==> config.mk <==
export PLATFORM = sky130hd
export DESIGN_NAME = mix_sched
export DESIGN_NICKNAME = d
export VERILOG_FILES = /design/src/rtl/mix_pkg.sv /design/src/rtl/mix_stage.sv /design/src/rtl/mix_sched.sv
export SDC_FILE = /design/constraint.sdc
export NUM_CORES = 2
export LEC_CHECK = 0
export BUFFER_PORTS_ARGS = -buffer_cell sky130_fd_sc_hd__buf_2
export CAP_MARGIN = 20
export CORE_MARGIN = 10
export CORE_UTILIZATION = 30
export CTS_CLUSTER_SIZE = 40
export DETAILED_ROUTE_END_ITERATION = 8
export GPL_TIMING_DRIVEN = 0
export MAX_ROUTING_LAYER = met4
export PLACE_DENSITY_LB_ADDON = 0.2
export SETUP_SLACK_MARGIN = 0.4
export SYNTH_ARGS = -nofsm -noshare
export SYNTH_HDL_FRONTEND = slang
export SYNTH_HIERARCHICAL = 1
export SYNTH_SLANG_ARGS = --single-unit
export TNS_END_PERCENT = 50
==> constraint.sdc <==
create_clock -name clk -period 25.9 [get_ports clk]
set_clock_uncertainty 0.2 [all_clocks]
set_input_delay 1.295 -clock clk [delete_from_list [all_inputs] [get_ports clk]]
set_output_delay 1.295 -clock clk [all_outputs]
set_load 0.01 [all_outputs]
==> src/rtl/mix_pkg.sv <==
// mix_pkg: shared word/state types, FSM encoding and stage constants for the
// mixing sequencer (mix_sched) and its combinational stage (mix_stage).
package mix_pkg;

  localparam int WORD_W  = 32;
  localparam int NWORDS  = 8;
  localparam int NSTAGES = 8;
  localparam int DATA_W  = WORD_W * NWORDS;

  localparam int SH_S3  = 16;
  localparam int SH_S4A = 17;
  localparam int SH_S4B = 12;

  typedef logic [WORD_W-1:0]  word_t;
  typedef word_t [NWORDS-1:0] state_t;
  typedef logic [2:0]         stage_t;

  typedef enum logic [1:0] {
    IDLE = 2'd0,
    RUN  = 2'd1,
    DONE = 2'd2
  } fsm_t;

  localparam stage_t LAST_STAGE = stage_t'(NSTAGES - 1);

  localparam word_t MA [NWORDS] = '{32'd2, 32'd3, 32'd5, 32'd7, 32'd11, 32'd13, 32'd17, 32'd19};
  localparam word_t AA [NWORDS] = '{32'd3, 32'd5, 32'd7, 32'd11, 32'd13, 32'd17, 32'd19, 32'd23};
  localparam word_t MB [NWORDS] = '{32'd2, 32'd3, 32'd3, 32'd3, 32'd5, 32'd13, 32'd35, 32'd87};
  localparam word_t AB [NWORDS] = '{32'd0, 32'd1, 32'd8, 32'd27, 32'd64, 32'd125, 32'd216, 32'd343};

endpackage

==> src/rtl/mix_stage.sv <==
// mix_stage: one combinational mixing stage over the 8-word state; words are
// rewritten in ascending order and later words see the already-updated ones.
module mix_stage
  import mix_pkg::*;
(
  input  state_t in_state,
  input  stage_t stage,
  output state_t out_state
);

  state_t o_s;

  // In-place ascending update; 3-bit index arithmetic gives the mod-8 wrap.
  always_comb begin
    o_s = in_state;
    for (int i = 0; i < NWORDS; i++) begin
      case (stage)
        3'd0: o_s[3'(i)] = o_s[3'(i)] + WORD_W'(i);
        3'd1: o_s[3'(i)] = o_s[3'(i)] + o_s[3'(i) + 3'd7];
        3'd2: o_s[3'(i)] = o_s[3'(i)] + o_s[3'(i) + 3'd1] - o_s[3'(i) + 3'd5];
        3'd3: o_s[3'(i)] = o_s[3'(i)] ^ (o_s[3'(i) + 3'd3] << SH_S3);
        3'd4: o_s[3'(i)] = o_s[3'(i)] - (o_s[3'(i) + 3'd2] >> SH_S4A)
                                      + (o_s[3'(i) + 3'd4] >> SH_S4B);
        3'd5: o_s[3'(i)] = o_s[3'(i)] + o_s[3'(i) + 3'd7] - o_s[3'(i) + 3'd6];
        3'd6: o_s[3'(i)] = o_s[3'(i)] * MA[3'(i)] + AA[3'(i)];
        3'd7: o_s[3'(i)] = o_s[3'(i)] * MB[3'(i)] + AB[3'(i)];
        default: o_s[3'(i)] = o_s[3'(i)];
      endcase
    end
  end

  assign out_state = o_s;

endmodule

==> src/rtl/mix_sched.sv <==
// mix_sched: round-robin job arbiter and IDLE/RUN/DONE sequencer driving one
// mix stage per clock. Optional abort input is enabled by MIX_SCHED_ABORT_EN.
module mix_sched
  import mix_pkg::*;
#(
  parameter int NREQ   = 2,
  parameter int ITER_W = 8
) (
  input  logic                    clk,
  input  logic                    rst_n,
`ifdef MIX_SCHED_ABORT_EN
  input  logic                    abort,
`endif
  input  logic [NREQ-1:0]         req_valid,
  output logic [NREQ-1:0]         req_ready,
  input  logic [NREQ*ITER_W-1:0]  req_iters,
  input  logic [NREQ*DATA_W-1:0]  req_seed,
  output logic                    rsp_valid,
  input  logic                    rsp_ready,
  output logic [$clog2(NREQ)-1:0] rsp_id,
  output logic [DATA_W-1:0]       rsp_data,
  output logic                    busy
);

  localparam int IDW = $clog2(NREQ);
  localparam logic [IDW-1:0] LAST_ID = IDW'(NREQ - 1);

  fsm_t              state_r, state_nxt_s;
  logic [IDW-1:0]    ptr_r, id_r, gid_s, idx_s;
  logic [NREQ-1:0]   grant_s;
  logic              found_s, accept_s, abort_s, wrap_s, last_s;
  logic [ITER_W-1:0] iters_r, iter_r, gits_s;
  stage_t            stage_r;
  state_t            data_r, mixed_s, gseed_s;
  logic              rsp_valid_r, busy_r;

`ifdef MIX_SCHED_ABORT_EN
  assign abort_s = abort;
`else
  assign abort_s = 1'b0;
`endif

  // Round-robin search: first valid requester at or above the pointer, mod NREQ.
  always_comb begin
    grant_s = '0;
    gid_s   = '0;
    idx_s   = '0;
    found_s = 1'b0;
    for (int k = 0; k < NREQ; k++) begin
      idx_s = IDW'((int'(ptr_r) + k) % NREQ);
      if (!found_s && req_valid[idx_s]) begin
        found_s        = 1'b1;
        gid_s          = idx_s;
        grant_s[idx_s] = 1'b1;
      end else begin
        found_s = found_s;
      end
    end
  end

  assign req_ready = (state_r == IDLE) ? grant_s : '0;
  assign accept_s  = (state_r == IDLE) && found_s;
  assign gseed_s   = req_seed[32'(gid_s) * DATA_W +: DATA_W];
  assign gits_s    = req_iters[32'(gid_s) * ITER_W +: ITER_W];
  assign wrap_s    = (stage_r == LAST_STAGE);
  assign last_s    = wrap_s && (iter_r == iters_r - ITER_W'(1));

  mix_stage u_stage (
    .in_state  (data_r),
    .stage     (stage_r),
    .out_state (mixed_s)
  );

  // Next-state logic for the job sequencer.
  always_comb begin
    state_nxt_s = state_r;
    case (state_r)
      IDLE: begin
        if (accept_s) begin
          state_nxt_s = (gits_s == '0) ? DONE : RUN;
        end else begin
          state_nxt_s = IDLE;
        end
      end
      RUN: begin
        if (abort_s) begin
          state_nxt_s = IDLE;
        end else if (last_s) begin
          state_nxt_s = DONE;
        end else begin
          state_nxt_s = RUN;
        end
      end
      DONE: begin
        if (rsp_ready) begin
          state_nxt_s = IDLE;
        end else begin
          state_nxt_s = DONE;
        end
      end
      default: state_nxt_s = IDLE;
    endcase
  end

  // State register plus status flags registered from the next state.
  always_ff @(posedge clk or negedge rst_n) begin
    if (!rst_n) begin
      state_r     <= IDLE;
      rsp_valid_r <= 1'b0;
      busy_r      <= 1'b0;
    end else begin
      state_r     <= state_nxt_s;
      rsp_valid_r <= (state_nxt_s == DONE);
      busy_r      <= (state_nxt_s != IDLE);
    end
  end

  // Job capture, stage/iteration counting and the working state register.
  always_ff @(posedge clk or negedge rst_n) begin
    if (!rst_n) begin
      ptr_r   <= '0;
      id_r    <= '0;
      iters_r <= '0;
      iter_r  <= '0;
      stage_r <= '0;
      data_r  <= '0;
    end else begin
      case (state_r)
        IDLE: begin
          if (accept_s) begin
            data_r  <= gseed_s;
            iters_r <= gits_s;
            id_r    <= gid_s;
            ptr_r   <= (gid_s == LAST_ID) ? '0 : gid_s + IDW'(1);
            stage_r <= '0;
            iter_r  <= '0;
          end
        end
        RUN: begin
          if (!abort_s) begin
            data_r  <= mixed_s;
            stage_r <= stage_r + 3'd1;
            if (wrap_s) begin
              iter_r <= iter_r + ITER_W'(1);
            end
          end
        end
        default: begin
        end
      endcase
    end
  end

  assign rsp_valid = rsp_valid_r;
  assign busy      = busy_r;
  assign rsp_id    = id_r;
  assign rsp_data  = data_r;

endmodule

# [After elaboration in Yosys (flattened, before gate mapping)]
# Index checks and enable logic that the tools add are counted.
[classes] mul=5 add_sub_neg=39 shifts=2 n_reduce_logical=15 n_lt_le_gt_ge=4 mux=32 bitwise_logic=6 eq_ne=13
[ops] operator="case mux 32 bit (8 select lines)" n=4
[ops] operator="case mux 256 bit (2 select lines)" n=1
[ops] operator="indexed part select 512 x 10 -> 256 bit" n=1
[ops] operator="adder 32 bit" n=8
[ops] operator="2-to-1 mux 256 bit" n=1
[ops] operator="subtractor 32 bit" n=8
[ops] operator="adder 32 x 20 -> 32 bit" n=4
[ops] operator="subtractor 32 x 15 -> 32 bit" n=4
[ops] operator="bitwise XOR 32 bit" n=4
[ops] operator="adder 32 x 2 -> 32 bit (second input constant)" n=3
[ops] operator="multiplier 32 x 2 -> 32 bit (second input constant)" n=3
[ops] operator="adder 32 x 1 -> 32 bit (second input constant)" n=2
[ops] operator="adder 32 x 3 -> 32 bit (second input constant)" n=2
[ops] operator="adder 32 x 4 -> 32 bit (second input constant)" n=2
[ops] operator="multiplier 32 x 3 -> 32 bit (second input constant)" n=2
[ops] operator="adder 32 x 5 -> 32 bit (second input constant)" n=1
[ops] operator="2-to-1 mux 8 bit" n=2
[ops] operator="case mux 8 bit (2 select lines)" n=1
[ops] operator="indexed part select 16 x 5 -> 8 bit" n=1
[ops] operator="2-to-1 mux 2 bit" n=7
[ops] operator="equality test 3 bit (second input constant)" n=4
[ops] operator="2-to-1 mux 1 bit" n=11
[ops] operator="adder 8 x 1 -> 8 bit (second input constant)" n=1
[ops] operator="equality test 8 bit" n=1
[ops] operator="24 further kinds" n=38
[totals] out_inout_bits=261 register_bits=281 word_cells=132

# [Longest topological paths before layout]
[logic_depth] depth_word=13 mapped_depth=76 depth_no_buf=76

# [By module]
# The synthesis kept the hierarchy.
[modules_own_cells] module="mix_stage" area_per_inst_um2=48730.5 instances=1 seq_area_each_um2=0.0 cells_each=6774
[modules_own_cells] module="mix_sched" area_per_inst_um2=14081.0 instances=1 seq_area_each_um2=7031.7 cells_each=1293

# [Worst setup path after synthesis]
# OpenSTA, ideal clock, no wires.
[synth_timing] path_type="reg2reg" startpoint="register data_r (netlist bit rsp_data[0])" endpoint="register data_r (netlist bit rsp_data[127])" n_path_buf=0 t_required_ns=25.617 arrival_ns=13.176 slack_ns=12.441 stages_incl_launch_ff=73 path_cell_list="dfrtp_1 ha_1 fa_1 a21o_1 a21oi_1 o21bai_1 a21oi_1 o21bai_1 a21oi_1 nor2b_1 o21a_1 o41a_1 a31o_2 nor2_1 xnor2_1 ha_1 a21oi_1 nor2b_1 [... 37 more ...] ha_1 or3_1 a211oi_1 nor3b_1 o21a_1 nor3_1 nor2_1 ha_1 or3_1 nor3_1 nor3_1 a31oi_1 xnor2_1 or2_0 a2111o_1 o311ai_1 a22oi_1 o21ai_0"
[synth_lines] item="start, declared" line="mix_sched.sv:34" text="state_t data_r, mixed_s, gseed_s;"
[synth_lines] item="start signal, assigned" line="mix_sched.sv:131" text="data_r <= gseed_s;"
[synth_lines] item="start signal, assigned" line="mix_sched.sv:141" text="data_r <= mixed_s;"

==> results.md <==
- Final setup fails: 0
- RSZ-0062 raised after global routing: no
- Vias per inst: 6.196
- Initial antenna violation count: 107
- Post-CTS setup buffer count: 0
- Most common flop cell mapped by yosys: dfrtp_1
- Post-layout util: 0.3572
- Hold Fails Final Rpt: 0
- Worst slack, placed: 3763 ps
- Post-DP HPWL: 433500 µm
- Clk pin slew, worst setup/hold paths: 70 ps
- Average wire per standard cell: 43.06 µm
- Critical Path RT: 26210 ps
- Yosys warnings: 6
- Total track usage: 0.4368
- Routed Antenna Nets: 0
- EDFF count, synth: 0
- Top cells by area, synth: ha_1, dfrtp_1, xnor2_1
- Crit-path most repeated cell: o21ai_0
- Syn Inst Count: 8067
- Status: complete, but fails checks
- Clock sinks: 281
- Post-synth top cells: inv_1, ha_1, o21ai_0
- Final slew viol count: 10
- DR iter-0 viols: 10.20k
- Crit path DAT: 23640 ps
- H-tree Lvls: 2
- Placer Congestion: 1.079
- Worst hold path class: flop to flop
- Period Utilization, post-route: 0.9009
- Routed WL: 512000 µm
- DR pass1 iterations: 6
- Max Fclk: 42.86 MHz
- IO Count: 794
- Post-synthesis sequential area ratio: 0.1119
- CTS Buf Count: 39
- Area Overhead vs Synth: 18.12%
- Nets: 10.62k
- Critical path type: flop to flop
- TNS Setup: 0 ps
- Share of layout cells above drive strength 1: 0.1507
- Crit path max-delay cell type: a32oi_1
- Mean Syn Cell Area: 7.786 µm²
- Max cap viols: 0
- Hold_ws: 284.1 ps
- Layout fillers: 22.23k
- Slew of the pin with the lowest slew margin: 1719 ps
- Register bit count reported by yosys: 281
- Area of the core: 207700 µm²
- Post-CTS Resized: 0
- First-pass GRT wire length: 655300 µm
- Synth unique cells: 104
- Critical Path Source Type: flop
- Tmin final: 23330 ps
- Initial core utilization: 0.3024
- IO Port Bufs: 793
- Yosys top cell area share: 0.1675
- Largest area contributor in the netlist: ha_1
- Most common cell in the netlist: inv_1
- Failing checks: max-slew violations
- Skew-Pair Late Insertion Delay: 710 ps
- Post-Syn Area: 62810 µm²
- Slack of the critical path: 2567 ps
- Root Driver: clkbuf_16
- Max_slew headroom: -0.1460
- DIE AREA: 228100 µm²
- Vias in the first global route: 70.36k
- CTS tree: done
- Placement Rows: 167
- Hold_buf cts: 0
- Die Wd: 477.6 µm
- Post-synthesis net count: 9666
- CP Max Fanout: 10
- Largest net degree at the start of global routing: 105
- Post-synth ARST share: 1.000
- CTS max path bufs: 3
- Crit end category: flop
- DRC Markers: 0
- Critical path's largest stage delay: 1270 ps
- Grt ovf: 0
- DIE HEIGHT: 477.6 µm
- Detailed-route via count: 73.68k
## placed cells by master (no fill, tap or decap), types with 77 or more instances in the layout
cell type and n:
xnor2_1 546, a22oi_1 301, ha_1 841, buf_2 857, o21bai_1 91, nand3_1 152, nor2_1 473, clkbuf_2 77
a21o_1 186, a21oi_1 561, nand2_1 431, xor2_1 238, o21a_1 86, buf_4 142, o21ai_0 648, dfrtp_1 272
nor3_1 174, mux2i_1 311, clkbuf_1 143, inv_1 866, fa_1 225
## layer usage
layer,track usage,vias up,wire (µm)
met5,-,-,0
met4,0.2848,0,41800
met2,0.6347,4967,214600
li1,-,30890,-
met1,0.5411,36820,203400
met3,0.09814,998,52270
## critical path: cells and delay by family, from the launching register on
kind,cells,cell delay [ps]
flip-flops,1,670
buffers and inverters,8,4300
XOR/XNOR,6,1100
AND/OR/NAND/NOR,11,2900
AO/OA/AOI/OAI,31,11500
adder cells (fa/ha/maj),6,2340
## area by class of cell
| cell class | count | area (µm²) | share of cell area |
|---|---|---|---|
| well taps | 2788 | 3488 | 0.04702 |
| clock buffers | 52 | 1095 | 0.01476 |
| multi-input cells | 6495 | 50480 | 0.6803 |
| repair buffers | 912 | 6217 | 0.08380 |
| clock inverters | 19 | 239.0 | 0.003221 |
| plain buffers | 422 | 2240 | 0.03019 |
| diodes | 53 | 132.6 | 0.001788 |
| inverters | 869 | 3262 | 0.04397 |
| flip-flops and latches | 281 | 7043 | 0.09493 |
## logic make-up after synthesis
logic type | count (synthesis) | share of synthesized area
AND/OR/NAND/NOR | 1735 | 0.1330
flip-flops | 281 | 0.1119
multiplexers | 320 | 0.05153
buffers and inverters | 1291 | 0.08550
XOR/XNOR | 786 | 0.1098
AO/OA/AOI/OAI | 2588 | 0.2690
adder cells (fa/ha/maj) | 1066 | 0.2392
## metrics by stage
stage	area [µm²]	std cells
global placement	70270	11650
global route	74140	11870
finish	74190	11890
detailed placement	72670	11760
CTS	74000	11830
floorplan	62810	8067
## final timing paths
path                             from            end  slack (ps)  cells past startpoint
max in group asynchronous       rst_n      iter_r[4]       23830                      2
setup reg to reg           stage_r[2]  rsp_data[126]        2570                     62
hold / removal                 rsp_id         rsp_id         280                      1
min in group asynchronous       rst_n   rsp_data[69]         400                      1
hold reg to reg                rsp_id         rsp_id         280                      1
setup / recovery           stage_r[2]  rsp_data[126]        2570                     62
## state kept, by name (all words and copies together), names as in the netlist
register   count
rsp_id         1
rsp_data     256
iter_r         8
ptr_r          1
busy           1
state_r        2
iters_r        8
rsp_valid      1
stage_r        3
Power is not shown: default switching activity piles up to over one toggle a cycle in this logic, so the estimate is an artifact.
